### src/rtl/serial_adder_ctrl.sv
// Bit-serial WIDTH-bit adder: one full-adder cell, carry recirculated per clock.
// Define SERIAL_SUB_EN to add the SUB input (A-B via inverted B and carry-in 1).
module mbledhesi1b (
    input  logic a,
    input  logic b,
    input  logic ci,
    output logic s,
    output logic co
);
    assign s  = a ^ b ^ ci;
    assign co = (a & b) | (ci & (a ^ b));
endmodule

module serial_adder_ctrl #(
    parameter int WIDTH = 8
) (
    input  logic             CLK,
    input  logic             RESET,
    input  logic             START,
    input  logic [WIDTH-1:0] A,
    input  logic [WIDTH-1:0] B,
    input  logic             CIN,
`ifdef SERIAL_SUB_EN
    input  logic             SUB,
`endif
    output logic             BUSY,
    output logic             DONE,
    output logic [WIDTH-1:0] RESULT,
    output logic             COUT,
    output logic             OVF
);
    localparam int CW = (WIDTH > 1) ? $clog2(WIDTH) : 1;

    typedef enum logic [1:0] {IDLE, RUN, FIN} state_t;

    state_t           state, state_nxt;
    logic [WIDTH-1:0] a_sr, b_sr, sum_sr, sum_nxt;
    logic [CW-1:0]    cnt;
    logic             carry, sub_q, sub_in;
    logic             accept, last;
    logic             cell_b, cell_s, cell_co;

`ifdef SERIAL_SUB_EN
    assign sub_in = SUB;
`else
    assign sub_in = 1'b0;
`endif

    always_ff @(posedge CLK or posedge RESET) begin
        if (RESET) state <= IDLE;
        else       state <= state_nxt;
    end

    always_comb begin
        state_nxt = state;
        accept    = 1'b0;
        last      = 1'b0;
        BUSY      = 1'b0;
        DONE      = 1'b0;
        unique case (state)
            IDLE: begin
                if (START) begin
                    accept    = 1'b1;
                    state_nxt = RUN;
                end
            end
            RUN: begin
                BUSY = 1'b1;
                last = (cnt == CW'(WIDTH - 1));
                if (last) state_nxt = FIN;
            end
            FIN: begin
                DONE      = 1'b1;
                state_nxt = IDLE;
            end
            default: state_nxt = IDLE;
        endcase
    end

    // Subtraction feeds ~B; the inversion is applied per bit at the cell.
    assign cell_b  = b_sr[0] ^ sub_q;
    assign sum_nxt = (sum_sr >> 1) | {cell_s, {(WIDTH-1){1'b0}}};

    mbledhesi1b u_cell (
        .a  (a_sr[0]),
        .b  (cell_b),
        .ci (carry),
        .s  (cell_s),
        .co (cell_co)
    );

    always_ff @(posedge CLK or posedge RESET) begin
        if (RESET) begin
            a_sr   <= '0;
            b_sr   <= '0;
            sum_sr <= '0;
            cnt    <= '0;
            carry  <= 1'b0;
            sub_q  <= 1'b0;
            RESULT <= '0;
            COUT   <= 1'b0;
            OVF    <= 1'b0;
        end else if (accept) begin
            a_sr  <= A;
            b_sr  <= B;
            carry <= sub_in ? 1'b1 : CIN;
            sub_q <= sub_in;
            cnt   <= '0;
        end else if (state == RUN) begin
            a_sr   <= a_sr >> 1;
            b_sr   <= b_sr >> 1;
            sum_sr <= sum_nxt;
            carry  <= cell_co;
            cnt    <= cnt + CW'(1);
            if (last) begin
                RESULT <= sum_nxt;
                COUT   <= cell_co;
                // carry still holds the carry into the MSB here
                OVF    <= carry ^ cell_co;
            end
        end
    end
endmodule

### config.mk
export PLATFORM = sky130hd
export DESIGN_NAME = serial_adder_ctrl
export DESIGN_NICKNAME = d
export VERILOG_FILES = /design/src/rtl/serial_adder_ctrl.sv
export SDC_FILE = /design/constraint.sdc
export NUM_CORES = 1
export LEC_CHECK = 0
export ABC_AREA = 1
export ABC_CLOCK_PERIOD_IN_PS = 1900
export CAP_MARGIN = 10
export CORE_ASPECT_RATIO = 1.4
export CORE_MARGIN = 3
export CORE_UTILIZATION = 35
export DETAILED_ROUTE_END_ITERATION = 8
export GPL_TIMING_DRIVEN = 1
export HOLD_SLACK_MARGIN = 0.08
export REMOVE_ABC_BUFFERS = 1
export SETUP_SLACK_MARGIN = 0.05
export SKIP_CTS_REPAIR_TIMING = 1
export SLEW_MARGIN = 20
export SYNTH_ARGS = -nofsm -noshare
export SYNTH_HDL_FRONTEND = slang
export SYNTH_HIERARCHICAL = 1
export SYNTH_SLANG_ARGS = --single-unit
export TNS_END_PERCENT = 10
### constraint.sdc
create_clock -name CLK -period 1.9 [get_ports CLK]
set_clock_uncertainty 0.2 [all_clocks]
set_input_delay 0.475 -clock CLK [delete_from_list [all_inputs] [get_ports CLK]]
set_output_delay 0.475 -clock CLK [all_outputs]
set_load 0.05 [all_outputs]
Word level (Yosys, flattened, before mapping)
Index checks and enable logic that the tools add are counted.
{"block": "totals", "regBits": 40, "in_bits": 20, "output_inout_bits": 12, "word_cells": 44}
{"block": "classes", "n_eq_ne": 5, "n_reduce_logical": 5, "add_sub_neg": 1, "mux": 16, "n_bitwise": 8}
{"operator": "$mux 8", "n": 4}
{"operator": "$or 7x8->8", "n": 1}
{"operator": "$mux 1", "n": 7}
{"operator": "$mux 3", "n": 2}
{"operator": "$mux 2", "n": 2}
{"operator": "$ne 2x2->1 const B", "n": 2}
{"operator": "$pmux 2 s2", "n": 1}
{"operator": "$reduce_and 2->1", "n": 2}
{"operator": "$add 3x1->3 const B", "n": 1}
{"operator": "$eq 3x3->1 const B", "n": 1}
{"operator": "$reduce_and 3->1", "n": 1}
{"operator": "$xor 1x1->1", "n": 3}
{"operator": "$and 1x1->1", "n": 2}
{"operator": "$eq 2x1->1 const B", "n": 1}
{"operator": "$eq 2x2->1 const B", "n": 1}
{"operator": "$logic_not 2->1", "n": 1}
{"operator": "$reduce_bool 2->1", "n": 1}
{"operator": "$not 1->1", "n": 1}
{"operator": "$or 1x1->1", "n": 1}

Depth between registers and ports, before layout
{"block": "logic_depth", "ltp_word": 5, "mapped_depth": 7, "mapped_depth_nobuf": 6}

Hierarchy
The synthesis kept the hierarchy.
{"module": "serial_adder_ctrl", "instances": 1, "seq_area_each_um2": 975.9, "cells_per_inst": 195, "area_each_um2": 1699.1}
{"module": "mbledhesi1b", "instances": 1, "seq_area_each_um2": 0.0, "cells_per_inst": 1, "area_each_um2": 20.0}

Worst setup path before layout
No wires, ideal clock.
{"block": "synth_path", "path_type": "register -> output", "startpoint": "register state[1]", "endpoint": "output port DONE", "arrival_time_ps": 1108, "stages_incl_launch_ff": 3, "n_path_buf": 0, "setup_slack_ps": 117, "required_ps": 1225, "path_cell_list": "dfrtp_1 inv_1 nor2_1"}
{"block": "synth_between", "elab_chain_cells": 2}
{"item": "start: declaration", "line_no": "36", "rtl": "state_t state, state_nxt;"}
{"item": "start signal: assignment", "line_no": "51", "rtl": "else state <= state_nxt;"}
{"item": "$eq 2x2->1", "line_no": "60", "rtl": "unique case (state)"}
{"item": "$mux 1", "line_no": "60"}
{"item": "end: declaration", "line_no": "27", "rtl": "output logic DONE,"}
No other way between the ends.

Worst setup path after layout
Same ends and word-level chain as after synthesis.

==> reports/metrics.cfg <==
[clock_tree]
cts_buffer_depth=2
cts_tree=built
cts_root_buf=clkbuf_8
cts_made_buffers=5
clk_transition_reported_paths_ns=0.08
htree_levels=2
cts_sinks=39
insertion_delay_ns=0.29

[timing]
fin_crit_ns=1.82
min_period_over_period_pct=95.9
hold_slack_ns=0.285
setup_slack_ns=0.0773
finalHoldViolations=0
fmax_mhz=549
rsz0062_at_grt=yes
maxSlewHeadroom_pct=58.4
finalSetupViolCount=0
tightest_slew_ns=0.621
slew_viol_final=0

[critical_path]
worstSetupEndpoint=DONE
worstSetupPathType=reg -> out
arrival_ns=1.15
crit_chain=inv_1 > nor2_2 > buf_12
crit_slowest_cell=dfrtp_1
required_ns=1.22
startpoint_type=register
slowest_delay_ns=0.44
r2r_cells=6
r2r-start=cnt[0]$_DFFE_PP0P_
cp_max_fo=3
reg2reg_setup_slack_ns=0.20
crit_path_end_kind=output pin
rr_endpoint=RESULT[0]$_DFFE_PP0P_
startpoint=state[1]$_DFFE_PP0P_

[die]
die_y_um=88.9
core_area_um2=4640
die_w_um=65.2
die_area_um2=5800
std_cell_rows=29
io_pins=32
initial_core_util_pct=37.0

[placed_design]
place_hpwl_mm=2.27
place_ws_ns=0.105
numPortBuffers=31
place_inst=285
gp_congestion=0.762

[cells_and_area]
fill_cells=481
final_nets=253
mostFrequentLayoutCells=nand2_1, nand3_1, dfrtp_1, clkdlybuf4s50_1, buf_12
fin_cells=293
insertedDiodeCount=0
syn2layout_area_growth_pct=35.5
drive_gt1_share_pct=13.4
layout_commonest_cell=nand2_1

[global_routing]
grtUsageTotal_pct=13.5
grt_max_degree=40
grt_pass1_vias=1366
grt_pass1_wl_mm=6.06
grt-ovfl-total=0
antenna_found_initial=0

[synthesis]
synth.distinct_cells=15
synth-xor-area-share_pct=0
syn_inst=196
syn-cell-area_um2=1720
synth_warnings=6
syn_avg_cell_area_um2=8.77
synthSimpleGateAreaFrac_pct=33.0
synth-compound-area-share_pct=1.16
synth.area.mux_share_pct=0
ys_ff_latch=39
synth_top_family_by_area=simple AND/OR/NAND/NOR gates
seq_area_frac_synth_pct=56.8
synthAdderAreaFrac_pct=2.62

[drt]
firstDrtPassIters=4
wl_mm=3.41
wl_per_cell_um=11.7
dr.first_iter.drc_count=56
route.detailed.drc=0
vias=1362
ant_nets=0
vias_per_cell=4.65

[power]
p_total_mw=3.83
power.leakage_nw=1.15
power.density_nw_per_um2=1640
peakVddDrop_v=0.000736

[flow_run]
maxCapViolations=0

[hold_path]
hold_class=reg -> reg
hp-start=sum_sr[7]$_DFFE_PP0P_

[outcome]
status=finished clean

[layout make-up]
type                            count  area (µm²)  share of cell area (%)
Tap cell                           62        77.6                    3.33
Clock inverter                      2        35.0                    1.50
Clock buffer                        6        82.6                    3.54
Inverter                            7        26.3                    1.13
Multi-Input combinational cell    139         636                    27.3
Sequential cell                    39         977                    41.9
Timing Repair Buffer               38         495                    21.3
[state kept, by name, indices dropped and copies added (netlist names), 2 cells and up]
name,flops
sum_sr,7
RESULT,8
b_sr,8
cnt,3
a_sr,8
state,2
[synth_stat cells]
cell / count / area, µm²
ha_1: 2 / 25.0
o21ai_0: 4 / 20.0
fa_1: 1 / 20.0
nor2_1: 4 / 15.0
dfrtp_1: 39 / 976
buf_2: 3 / 15.0
inv_1: 7 / 26.3
nand3_1: 50 / 250
buf_4: 2 / 15.0
clkbuf_2: 1 / 5.00
buf_6: 4 / 45.0
clkbuf_1: 1 / 3.75
nor2_4: 1 / 11.3
nand2_2: 1 / 6.26
nand2_1: 76 / 285
[worst min-delay path by stage]
stage | depth (start not counted) | to | slack [ns]
after global placement | 2 | RESULT[6]$_DFFE_PP0P_ | 0.26
after floorplan | 2 | RESULT[0]$_DFFE_PP0P_ | 0.24
final | 2 | RESULT[6]$_DFFE_PP0P_ | 0.28
after detailed placement | 2 | RESULT[6]$_DFFE_PP0P_ | 0.27
after CTS | 2 | RESULT[6]$_DFFE_PP0P_ | 0.29
after global routing | 2 | b_sr[1]$_DFFE_PP0P_ | 0.32
[worst max-delay path, delay by kind of cell, from the launching register on]
kind	cells	cell delay, ns
buffers and inverters	2	0.27
flip-flops	1	0.44
AND/OR/NAND/NOR	1	0.15
[cells by family after synthesis]
family / count (synthesis)
and+or+nand+nor: 132
DFF: 39
buffers and inverters: 18
adders and majority gates: 3
AOI/OAI and AO/OA: 4
[routing by layer]
layer | global-route usage, % | vias up | wire (µm) | part of all wire, %
met5 | 0 | - | 0 | 0
met4 | 5.85 | 0 | 65 | 1.9
met3 | 3.65 | 6 | 173 | 5.1
met2 | 23.1 | 37 | 1680 | 49
met1 | 15.9 | 619 | 1500 | 44
li1 | - | 700 | - | -
[stage by stage]
stage / TNS [ns] / instance area (µm²) / util (%)
3_5_place_dp: 0 / 2210 / 47.5
4_1_cts: -0.00380 / 2330 / 50.1
2_1_floorplan: 0 / 1640 / -
3_3_place_gp: 0 / 2210 / 47.5
6_report: 0 / 2330 / 50.2
5_1_grt: 0 / 2330 / 50.2
[where the power goes]
group | switching, mW | internal, mW | total [mW] | leakage [nW]
Clock | 0.290 | 0.425 | 0.715 | 0.0612
Combinational | 0.962 | 0.742 | 1.70 | 0.587
Sequential | 0.247 | 1.16 | 1.41 | 0.502
Power figures use the tool's default switching activity.
